--- src/rtl/procyon_lsu_sq_launch_pkg.sv ---
// Shared constants for the store-queue launch slice.
// PCYN_OP_WIDTH matches the value in procyon_constants.svh.
package procyon_lsu_sq_launch_pkg;

  localparam int PCYN_OP_WIDTH = 5;

endpackage

--- src/rtl/procyon_lsu_sq_launch_track.sv ---
// Fixed-latency {valid, entry idx} shift pipe following stores through the LSU.
// A clear empties every stage so a flushed store never produces an update.
module procyon_lsu_sq_launch_track
  import procyon_lsu_sq_launch_pkg::*;
#(
  parameter int OPTN_DEPTH     = 3,
  parameter int OPTN_IDX_WIDTH = 3
) (
  input  logic                      clk,
  input  logic                      n_rst,
  input  logic                      i_clear,
  input  logic                      i_valid,
  input  logic [OPTN_IDX_WIDTH-1:0] i_idx,
  output logic                      o_tail_valid,
  output logic [OPTN_IDX_WIDTH-1:0] o_tail_idx,
  output logic                      o_any_valid
);

  logic [OPTN_DEPTH-1:0]     r_valid;
  logic [OPTN_IDX_WIDTH-1:0] r_idx [OPTN_DEPTH];

  always_ff @(posedge clk) begin
    if (n_rst | i_clear) begin
      r_valid <= '0;
    end else begin
      r_valid[0] <= i_valid;
      for (int i = 1; i < OPTN_DEPTH; i++) begin
        r_valid[i] <= r_valid[i-1];
      end
    end
  end

  // Index stages carry no reset; they are only meaningful alongside a valid bit.
  always_ff @(posedge clk) begin
    r_idx[0] <= i_idx;
    for (int i = 1; i < OPTN_DEPTH; i++) begin
      r_idx[i] <= r_idx[i-1];
    end
  end

  assign o_tail_valid = r_valid[OPTN_DEPTH-1];
  assign o_tail_idx   = r_idx[OPTN_DEPTH-1];
  assign o_any_valid  = |r_valid;

endmodule

--- src/rtl/procyon_lsu_sq_launch.sv ---
// Picks the oldest retirable store-queue entry, launches it to the LSU through a
// valid/ready launch register, and routes the LSU result back to that entry.
module procyon_lsu_sq_launch
  import procyon_lsu_sq_launch_pkg::*;
#(
  parameter int OPTN_SQ_DEPTH       = 8,
  parameter int OPTN_DATA_WIDTH     = 32,
  parameter int OPTN_ADDR_WIDTH     = 32,
  parameter int OPTN_ROB_IDX_WIDTH  = 5,
  parameter int OPTN_LSU_PIPE_DEPTH = 3
) (
  input  logic                                        clk,
  input  logic                                        n_rst,
  input  logic                                        i_flush,
  input  logic [$clog2(OPTN_SQ_DEPTH)-1:0]            i_sq_head_idx,
  input  logic [OPTN_SQ_DEPTH-1:0]                    i_sq_retirable,
  input  logic [OPTN_SQ_DEPTH*PCYN_OP_WIDTH-1:0]      i_sq_op,
  input  logic [OPTN_SQ_DEPTH*OPTN_ROB_IDX_WIDTH-1:0] i_sq_tag,
  input  logic [OPTN_SQ_DEPTH*OPTN_ADDR_WIDTH-1:0]    i_sq_addr,
  input  logic [OPTN_SQ_DEPTH*OPTN_DATA_WIDTH-1:0]    i_sq_data,
  output logic [OPTN_SQ_DEPTH-1:0]                    o_sq_retire_en,
  output logic                                        o_lsu_valid,
  input  logic                                        i_lsu_ready,
  output logic [PCYN_OP_WIDTH-1:0]                    o_lsu_op,
  output logic [OPTN_ROB_IDX_WIDTH-1:0]               o_lsu_tag,
  output logic [OPTN_ADDR_WIDTH-1:0]                  o_lsu_addr,
  output logic [OPTN_DATA_WIDTH-1:0]                  o_lsu_data,
  input  logic                                        i_lsu_update_en,
  input  logic                                        i_lsu_update_retry,
  input  logic                                        i_lsu_update_replay,
  input  logic                                        i_lsu_update_mhq_retry,
  input  logic                                        i_lsu_update_mhq_replay,
  output logic [OPTN_SQ_DEPTH-1:0]                    o_sq_update_en,
  output logic                                        o_sq_update_retry,
  output logic                                        o_sq_update_replay,
  output logic                                        o_sq_update_mhq_retry,
  output logic                                        o_sq_update_mhq_replay,
  output logic                                        o_inflight
);

  localparam int IDX_W = $clog2(OPTN_SQ_DEPTH);

  logic [PCYN_OP_WIDTH-1:0]      w_op_arr   [OPTN_SQ_DEPTH];
  logic [OPTN_ROB_IDX_WIDTH-1:0] w_tag_arr  [OPTN_SQ_DEPTH];
  logic [OPTN_ADDR_WIDTH-1:0]    w_addr_arr [OPTN_SQ_DEPTH];
  logic [OPTN_DATA_WIDTH-1:0]    w_data_arr [OPTN_SQ_DEPTH];

  for (genvar g = 0; g < OPTN_SQ_DEPTH; g++) begin : g_unpack
    assign w_op_arr[g]   = i_sq_op[g*PCYN_OP_WIDTH +: PCYN_OP_WIDTH];
    assign w_tag_arr[g]  = i_sq_tag[g*OPTN_ROB_IDX_WIDTH +: OPTN_ROB_IDX_WIDTH];
    assign w_addr_arr[g] = i_sq_addr[g*OPTN_ADDR_WIDTH +: OPTN_ADDR_WIDTH];
    assign w_data_arr[g] = i_sq_data[g*OPTN_DATA_WIDTH +: OPTN_DATA_WIDTH];
  end

  // Rotate so the head sits at bit 0, take the lowest set bit, then add the head back.
  logic [2*OPTN_SQ_DEPTH-1:0] w_retirable_dbl;
  logic [OPTN_SQ_DEPTH-1:0]   w_rotated;
  logic [IDX_W-1:0]           w_offset;
  logic [IDX_W-1:0]           w_pick_idx;
  logic                       w_any;

  assign w_retirable_dbl = {i_sq_retirable, i_sq_retirable};
  assign w_rotated       = w_retirable_dbl[i_sq_head_idx +: OPTN_SQ_DEPTH];
  assign w_any           = |i_sq_retirable;

  always_comb begin
    w_offset = '0;
    for (int k = OPTN_SQ_DEPTH - 1; k >= 0; k--) begin
      if (w_rotated[k]) w_offset = IDX_W'(k);
    end
  end

  assign w_pick_idx = i_sq_head_idx + w_offset;

  logic                          r_lsu_valid;
  logic [IDX_W-1:0]              r_lsu_idx;
  logic [PCYN_OP_WIDTH-1:0]      r_lsu_op;
  logic [OPTN_ROB_IDX_WIDTH-1:0] r_lsu_tag;
  logic [OPTN_ADDR_WIDTH-1:0]    r_lsu_addr;
  logic [OPTN_DATA_WIDTH-1:0]    r_lsu_data;
  logic                          w_lreg_free;
  logic                          w_launch;
  logic                          w_accept;

  assign w_lreg_free    = ~r_lsu_valid | i_lsu_ready;
  assign w_launch       = w_lreg_free & w_any & ~i_flush;
  assign w_accept       = r_lsu_valid & i_lsu_ready;
  assign o_sq_retire_en = w_launch ? (OPTN_SQ_DEPTH'(1) << w_pick_idx) : '0;

  always_ff @(posedge clk) begin
    if (n_rst | i_flush) r_lsu_valid <= 1'b0;
    else if (w_launch)   r_lsu_valid <= 1'b1;
    else if (w_accept)   r_lsu_valid <= 1'b0;
  end

  // Launch payload and its source entry; untouched while the LSU stalls.
  always_ff @(posedge clk) begin
    if (w_launch) begin
      r_lsu_idx  <= w_pick_idx;
      r_lsu_op   <= w_op_arr[w_pick_idx];
      r_lsu_tag  <= w_tag_arr[w_pick_idx];
      r_lsu_addr <= w_addr_arr[w_pick_idx];
      r_lsu_data <= w_data_arr[w_pick_idx];
    end
  end

  assign o_lsu_valid = r_lsu_valid;
  assign o_lsu_op    = r_lsu_op;
  assign o_lsu_tag   = r_lsu_tag;
  assign o_lsu_addr  = r_lsu_addr;
  assign o_lsu_data  = r_lsu_data;

  logic             w_tail_valid;
  logic [IDX_W-1:0] w_tail_idx;
  logic             w_track_any;
  logic             w_update;

  procyon_lsu_sq_launch_track #(
    .OPTN_DEPTH     (OPTN_LSU_PIPE_DEPTH),
    .OPTN_IDX_WIDTH (IDX_W)
  ) u_track (
    .clk          (clk),
    .n_rst        (n_rst),
    .i_clear      (i_flush),
    .i_valid      (w_accept),
    .i_idx        (r_lsu_idx),
    .o_tail_valid (w_tail_valid),
    .o_tail_idx   (w_tail_idx),
    .o_any_valid  (w_track_any)
  );

  assign w_update               = i_lsu_update_en & w_tail_valid & ~i_flush;
  assign o_sq_update_en         = w_update ? (OPTN_SQ_DEPTH'(1) << w_tail_idx) : '0;
  assign o_sq_update_retry      = i_lsu_update_retry;
  assign o_sq_update_replay     = i_lsu_update_replay;
  assign o_sq_update_mhq_retry  = i_lsu_update_mhq_retry;
  assign o_sq_update_mhq_replay = i_lsu_update_mhq_replay;
  assign o_inflight             = r_lsu_valid | w_track_any;

endmodule

--- config.mk ---
export PLATFORM = sky130hd
export DESIGN_NAME = procyon_lsu_sq_launch
export DESIGN_NICKNAME = d
export VERILOG_FILES = /design/src/rtl/procyon_lsu_sq_launch_pkg.sv /design/src/rtl/procyon_lsu_sq_launch_track.sv /design/src/rtl/procyon_lsu_sq_launch.sv
export SDC_FILE = /design/constraint.sdc
export NUM_CORES = 1
export LEC_CHECK = 0
export ABC_CLOCK_PERIOD_IN_PS = 17300
export CAP_MARGIN = 25
export CORE_AREA = 5 5 271 273
export DETAILED_ROUTE_END_ITERATION = 16
export DIE_AREA = 0 0 276 278
export PLACE_DENSITY = 0.45
export REMOVE_ABC_BUFFERS = 1
export SLEW_MARGIN = 30
export SYNTH_ARGS = -nofsm -noshare
export SYNTH_HDL_FRONTEND = slang
export SYNTH_HIERARCHICAL = 1
export SYNTH_SLANG_ARGS = --single-unit
--- constraint.sdc ---
create_clock -name clk -period 17.3 [get_ports clk]
set_clock_uncertainty 0.1 [all_clocks]
set_input_delay 5.19 -clock clk [delete_from_list [all_inputs] [get_ports clk]]
set_output_delay 5.19 -clock clk [all_outputs]
set_load 0.01 [all_outputs]
==> run summary, run 1 <==
========================================================================================
Result of the run                                                              completed
Net Sw Frac                                                                       0.3192
CTS H-tree lvls                                                                        3
Hold violation count in the final report                                               0
Cell Chain, Critical Path                                                   clkdlybuf4s50_1 -> o21ai_0 -> a211o_1 -> a32o_1 -> o221ai_1 -> ha_4 -> inv_1 -> fa_4 -> xor2_1 -> xnor2_2 -> buf_4 -> nor4bb_1 -> clkdlybuf4s50_1
Post-CTS setup buffer count                                                            0
Die height                                                                        278 µm
Largest net degree at the start of global routing                                     63
Remaining global-route overflow                                                        0
Horizontal die dimension                                                          276 µm
Unique cell type count in the Yosys netlist                                           48
Later-pin clock latency in the skew report                                       0.36 ns
Amount of wire on met3 after detailed routing                                    4373 µm
Worst setup margin                                                              2.190 ns
Worst voltage drop across the vdd grid                                      0.00004775 V
Filler instances                                                                    7551
Site Rows                                                                             98
Post-cts sizing count                                                                  0
Finished layout cell area                                                    0.01646 mm²
Power density over the cells                                                81.80 mW/mm²
Post-synth ARST share                                                                  0
RSZ-0062 raised after global routing                                               false
Leakage power summed over all cells                                             5.583 nW
Io pins                                                                              708
Reported net switching power                                                 0.0004298 W
Library cell appearing most often on the critical path                      clkdlybuf4s50_1
Category of cells accounting for the largest share of critical-path delay   buffers and inverters
Worst Hold Margin                                                              0.2273 ns
Commonest non-fill, non-tap cell in the layout                              clkdlybuf4s50_1
Slew headroom                                                                     0.4109
Average wire per standard cell                                                  22.97 µm
Setup violations, final                                                                0
Worst hold path startpoint                                                  u_track/r_idx[0][2]
Max Used Layer                                                                      met5
Worst Max-Slew Pin Slew                                                        0.8837 ns
Share of synthesized area occupied by flip-flops and latches                      0.3154
Total length of routed wires                                                    48720 µm
Total Die Area                                                               0.07673 mm²
Critical-path top delay cell                                                clkdlybuf4s50_1
Sequential group share of total power                                              0.240
Share of total power in the clock network                                          0.158
CP max FO                                                                             37
Critical path data required time                                                12.01 ns
Worst setup path class                                                         in -> out
Cell area after placement                                                    0.01614 mm²
P&R area growth vs syn                                                            101.8%
Number of detailed-routing iterations run before antenna repair                        5
Path type of the worst min-delay path                                         reg -> reg
Max Slew Vio Count                                                                     0
Via count of the first global-routing pass                                          9023
Commonest non-fill, non-tap cells in the layout                             clkdlybuf4s50_1, mux4_2, edfxtp_1
Number of max-cap violations                                                           0
Count of input and output buffers                                                    699
Share of layout cells above drive strength 1                                      0.2258
FF+latch count, synth                                                                 90
Nets                                                                                1778
Critical path startpoint                                                    i_sq_head_idx[0]
Post-layout min period                                                          15.11 ns
HPWL after detailed placement                                                   41720 µm
Clock slew at the register clock pins of the worst setup and hold paths          0.07 ns
CP Launch Type                                                                input port
Worst R2R Start                                                              o_lsu_valid
F_max                                                                        0.06618 GHz
Core ar.                                                                     0.07087 mm²
Buffers plus inverters on the worst setup path                                         4
Yosys warnings                                                                         6
Fin Setup TNS                                                                       0 ns
Wire length of the first global-routing pass                                    67850 µm
Via count                                                                           7872
Average size of a mapped cell                                                  16.21 µm²
Critical path capture point type                                            primary output
Post-detailed-route count of antenna-violating nets                                    0
Max Root-Sink Buffers                                                                  2
Arrival time at the worst endpoint                                               9.82 ns
Register-to-register setup slack                                                15.38 ns
Cell Area, Synth                                                            0.008155 mm²
Initial core utilization                                                          0.1151
Internal power contribution                                                  0.0009167 W
Portion of the clock cycle consumed by the worst path in the final layout         0.8734
CTS Buf Count                                                                          9
Instance count of the mapped netlist                                                 503
Global-route usage over all layers                                                0.1212
DRC marker count from the first detailed-route iteration                             370
Root Driver                                                                    clkbuf_16
Longest individual stage delay on the worst path                                 0.99 ns
Metal1 wirelength                                                               17450 µm
Pre-CTS WS                                                                      1.737 ns
Routed met2 length                                                              26400 µm
Clock tree from TritonCTS                                                          built
Routability-driven placement congestion ratio                                     0.8615
Combinational fraction of design power                                             0.602
DRC violation count after routing                                                      0
Number of enable flip-flop cells after synthesis                                      77
Routed vias/inst                                                                   3.711
Count of hold-fix buffers inserted at cts                                              0
Num Clock Sinks                                                                       90
Initial antenna violation count                                                        8
Predominant post-synthesis flop cell                                            edfxtp_1
========================================================================================
synthesized netlist by cell type, types with 3 or more instances:
| cell | n | area share |
|---|---|---|
| mux2_4 | 60 | 0.11 |
| nor3b_1 | 11 | 0.010 |
| or4_1 | 4 | 0.0037 |
| inv_1 | 6 | 0.0028 |
| edfxtp_1 | 77 | 0.28 |
| mux4_2 | 149 | 0.41 |
| nor2b_1 | 6 | 0.0046 |
| clkbuf_1 | 38 | 0.017 |
| a21oi_1 | 5 | 0.0031 |
| nor2_1 | 11 | 0.0051 |
| nand2_1 | 7 | 0.0032 |
| mux2_2 | 14 | 0.019 |
| nand2b_1 | 6 | 0.0046 |
| mux2i_1 | 6 | 0.0074 |
| nor3b_2 | 3 | 0.0046 |
| buf_2 | 8 | 0.0049 |
| nor3_1 | 26 | 0.016 |
| buf_6 | 8 | 0.011 |
| nor4_1 | 6 | 0.0046 |
| buf_4 | 7 | 0.0064 |
| dfxtp_1 | 13 | 0.032 |
worst register-to-register path, stage by stage (launching register included):
cell     delay (ns)
dfxtp_1        0.34
nor2b_1        0.15
nor3_2         0.13
buf_4          0.30
buf_4          0.52
through the flow:
stage                       util  instances  total power [W]
after floorplan                -        440        0.0008914
after global placement    0.2277       2102         0.001159
after detailed placement  0.2277       2102         0.001161
after CTS                 0.2319       2118         0.001391
after global routing      0.2322       2119         0.001433
final                     0.2323       2121         0.001347
routing by layer:
metal  vias up  track usage
li1       3500            -
met1      3936       0.1276
met2       400       0.2281
met3        32      0.05285
met4         4      0.01998
met5         -            0
cell families (layout without fill, tap and decap cells):
group / Yosys count / after routing / share of synthesized area
compound gates: 20 / 20 / 0.01810
xor+xnor: 2 / 2 / 0.002148
simple gates: 90 / 90 / 0.06674
other cells: 0 / 2 / 0
flops: 90 / 90 / 0.3154
buf+inv: 69 / 735 / 0.04357
fa+ha+maj: 2 / 2 / 0.003989
mux: 230 / 230 / 0.5500
final cells by class:
cell class / count / area, µm² / share of cell area
Timing Repair Buffer: 713 / 7117 / 0.4324
Multi-Input combinational cell: 344 / 5260 / 0.3195
Sequential cell: 90 / 2572 / 0.1563
Tap cell: 950 / 1189 / 0.07221
Clock buffer: 11 / 254.0 / 0.01543
Clock inverter: 5 / 41.29 / 0.002508
Inverter: 6 / 22.52 / 0.001368
Antenna cell: 2 / 5.005 / 0.0003040
power by group through the flow:
stage	clock [W]	combinational, W	sequential [W]
floorplan	0	0.000539	0.000353
global placement	0	0.000830	0.000329
detailed placement	0	0.000832	0.000329
CTS	0.000231	0.000835	0.000324
global route	0.000236	0.000868	0.000329
finish	0.000213	0.000810	0.000323
final timing paths:
kind                            depth (start not counted)                   to
worst max-delay path                                   13    o_sq_retire_en[3]
worst min-delay path                                    0  u_track/r_idx[0][5]
worst max register to register                          4       o_lsu_addr[30]
worst min register to register                          0  u_track/r_idx[0][5]
sequential cells by signal (all words and copies together) (netlist names):
| name | flops |
|---|---|
| o_lsu_addr | 32 |
| o_lsu_data | 32 |
| u_track/r_idx | 9 |
| o_lsu_op | 5 |
| o_lsu_tag | 5 |
| r_lsu_idx | 3 |
| u_track/r_valid | 3 |
| o_lsu_valid | 1 |
Note: power is estimated with default switching activity, not from simulation.
==> run 2: changes to the inputs <==
ABC_CLOCK_PERIOD_IN_PS = 18900   (was 17300)
CORE_AREA = 5 5 274 276   (was 5 5 271 273)
CTS_BUF_LIST = sky130_fd_sc_hd__clkbuf_4 sky130_fd_sc_hd__clkbuf_8   (was unset)
DIE_AREA = 0 0 279 281   (was 0 0 276 278)
PLACE_DENSITY = 0.43   (was 0.45)
TNS_END_PERCENT = 100   (was unset)
clock period = 18.9 ns   (was 17.3 ns; I/O delays follow)
==> run 2 against run 1 <==
Total power shrank 11%. Cell count increased by 0.28%. Critical endpoint is now o_sq_retire_en[4]. Largest power group unchanged. Largest cell class unchanged. Highest routed layer unchanged. Utilization shrank 0.62 points. Die area rose by 2.2%. Critical path type unchanged.
==> run summary, run 2 (synthesized netlist as in run 1, its figures left out) <==
========================================================================================
Worst setup path class                                                         in -> out
CP Launch Type                                                                input port
Path type of the worst min-delay path                                         reg -> reg
Result of the run                                                              completed
Worst Max-Slew Pin Slew                                                        0.9085 ns   +0.02485 ns
Power density over the cells                                                73.61 mW/mm²   -10%
Arrival time at the worst endpoint                                              10.49 ns   +0.67 ns
Post-route non-filler standard cell count                                           2127   +0.28%
Endpoint of the worst-slack reg-to-reg timing path                          o_lsu_addr[22]
Setup violations, final                                                                0   unchanged
Initial antenna violation count                                                       12   +4
CTS Buf Count                                                                          9   unchanged
Portion of the clock cycle consumed by the worst path in the final layout         0.8606
Fin Setup TNS                                                                       0 ns   unchanged
Initial core utilization                                                          0.1127   -0.002333
Count of input and output buffers                                                    699   unchanged
Worst voltage drop across the vdd grid                                      0.00003831 V   -20%
P&R area growth vs syn                                                            100.6%
DRC marker count from the first detailed-route iteration                             348   -5.9%
Leakage power summed over all cells                                             5.523 nW   -1.1%
Share of layout cells above drive strength 1                                      0.2247   -0.001134
Clock slew at the register clock pins of the worst setup and hold paths          0.10 ns   +0.03 ns
Worst Hold Margin                                                              0.2304 ns   +0.003059 ns
CTS H-tree lvls                                                                        3   unchanged
Via count                                                                           7910   +0.48%
F_max                                                                        0.06148 GHz
RSZ-0062 raised after global routing                                               false
Horizontal die dimension                                                          279 µm   +1.1%
Commonest non-fill, non-tap cell in the layout                              clkdlybuf4s50_1
Slew headroom                                                                     0.3943   -0.01656
Root Driver                                                                     clkbuf_8
Via count of the first global-routing pass                                          9159   +1.5%
Routed vias/inst                                                                   3.719   +0.20%
Worst R2R Start                                                              o_lsu_valid
Global-route usage over all layers                                                0.1234   +0.002178
Io pins                                                                              708   unchanged
Number of cells in the design after placement                                       2109   +0.33%
Total Die Area                                                               0.07840 mm²   +2.2%
HPWL after detailed placement                                                   43670 µm   +4.7%
Routability-driven placement congestion ratio                                     0.8324   -3.4%
Logic depth of the worst register-to-register path                                     3   -1
Max Root-Sink Buffers                                                                  2   unchanged
Post-cts sizing count                                                                  0   unchanged
Register-to-register setup slack                                                16.95 ns   +1.57 ns
Commonest non-fill, non-tap cells in the layout                             clkdlybuf4s50_1, mux4_2, edfxtp_1
Number of detailed-routing iterations run before antenna repair                        5   unchanged
Post-layout min period                                                          16.26 ns
DRC violation count after routing                                                      0   unchanged
Post-CTS setup buffer count                                                            0   unchanged
Count of hold-fix buffers inserted at cts                                              0   unchanged
Max Slew Vio Count                                                                     0   unchanged
Worst Setup EP                                                              o_sq_retire_en[4]
Wire length of the first global-routing pass                                    69270 µm   +2.1%
Number of max-cap violations                                                           0   unchanged
Hold violation count in the final report                                               0   unchanged
Post-detailed-route count of antenna-violating nets                                    0   unchanged
Total length of routed wires                                                    50710 µm   +4.1%
Critical path startpoint                                                    i_sq_head_idx[0]
Post-layout total power                                                       0.001204 W   -11%
Largest net degree at the start of global routing                                     61   -3.2%
Site Rows                                                                             99   +1.0%
Critical path data required time                                                13.13 ns   +1.12 ns
Later-pin clock latency in the skew report                                       0.42 ns   +0.06 ns
CP max FO                                                                             40   +8.1%
Clock tree from TritonCTS                                                          built
Die height                                                                        281 µm   +1.1%
Core ar.                                                                     0.07234 mm²   +2.1%
Nets                                                                                1775   -0.17%
Critical path capture point type                                            primary output
Remaining global-route overflow                                                        0   unchanged
Average wire per standard cell                                                  23.84 µm   +3.8%
Num Clock Sinks                                                                       90   unchanged
========================================================================================
==> run 2: through the flow <==
| step | setup slack, ns | utilization | area (µm²) |
|---|---|---|---|
| floorplan | -0.9982 | - | 7823 |
| global placement | 2.324 | 0.2230 | 16130 |
| detailed placement | 2.216 | 0.2230 | 16130 |
| CTS | 2.221 | 0.2261 | 16360 |
| global route | 2.307 | 0.2260 | 16350 |
| finish | 2.635 | 0.2261 | 16360 |
==> run 2: layer usage <==
metal / global-route usage / vias up / part of all wire
li1: - / 3486 / -
met1: 0.1301 / 3957 / 0.35
met2: 0.2246 / 419 / 0.52
met3: 0.06513 / 42 / 0.12
met4: 0.01750 / 6 / 0.010
met5: 0 / - / 0.00081
==> run 2: worst min path at each step <==
stage                          end  cells after the start  slack [ns]           startpoint
2_1_floorplan  u_track/r_idx[0][3]                      0        0.21  u_track/r_idx[0][0]
3_3_place_gp   u_track/r_idx[0][7]                      0        0.21  u_track/r_idx[0][4]
3_5_place_dp   u_track/r_idx[0][3]                      0        0.21  u_track/r_idx[0][0]
4_1_cts        u_track/r_idx[0][7]                      0        0.23  u_track/r_idx[0][4]
5_1_grt        u_track/r_idx[0][7]                      0        0.24  u_track/r_idx[0][4]
6_report       u_track/r_idx[0][7]                      0        0.23  u_track/r_idx[0][4]
==> run 2: critical path: stages <==
cell             delay [ns]
clkdlybuf4s50_1        0.98
o21ai_0                0.35
a211o_1                0.32
a32o_1                 0.21
o221ai_1               0.25
ha_4                   0.17
inv_1                  0.05
fa_4                   1.26
nand2_1                0.20
nor3b_1                0.39
clkdlybuf4s50_1        0.61
==> run 2: final cells by class <==
type | count | area (µm²)
Tap cell | 959 | 1200
Fill cell | 7721 | 55980
Sequential cell | 90 | 2572
Antenna cell | 2 | 5.005
Clock buffer | 10 | 131.4
Inverter | 6 | 22.52
Timing Repair Buffer | 710 | 7074
Multi-Input combinational cell | 344 | 5260
Clock inverter | 6 | 90.09
==> run 2: report_power, final <==
group	leakage, nW	internal (W)	switching, W
sequential	0.854	0.000283	0.0000126
combinational	4.56	0.000454	0.000288
clock	0.110	0.0000765	0.0000900
total	5.52	0.000813	0.000391
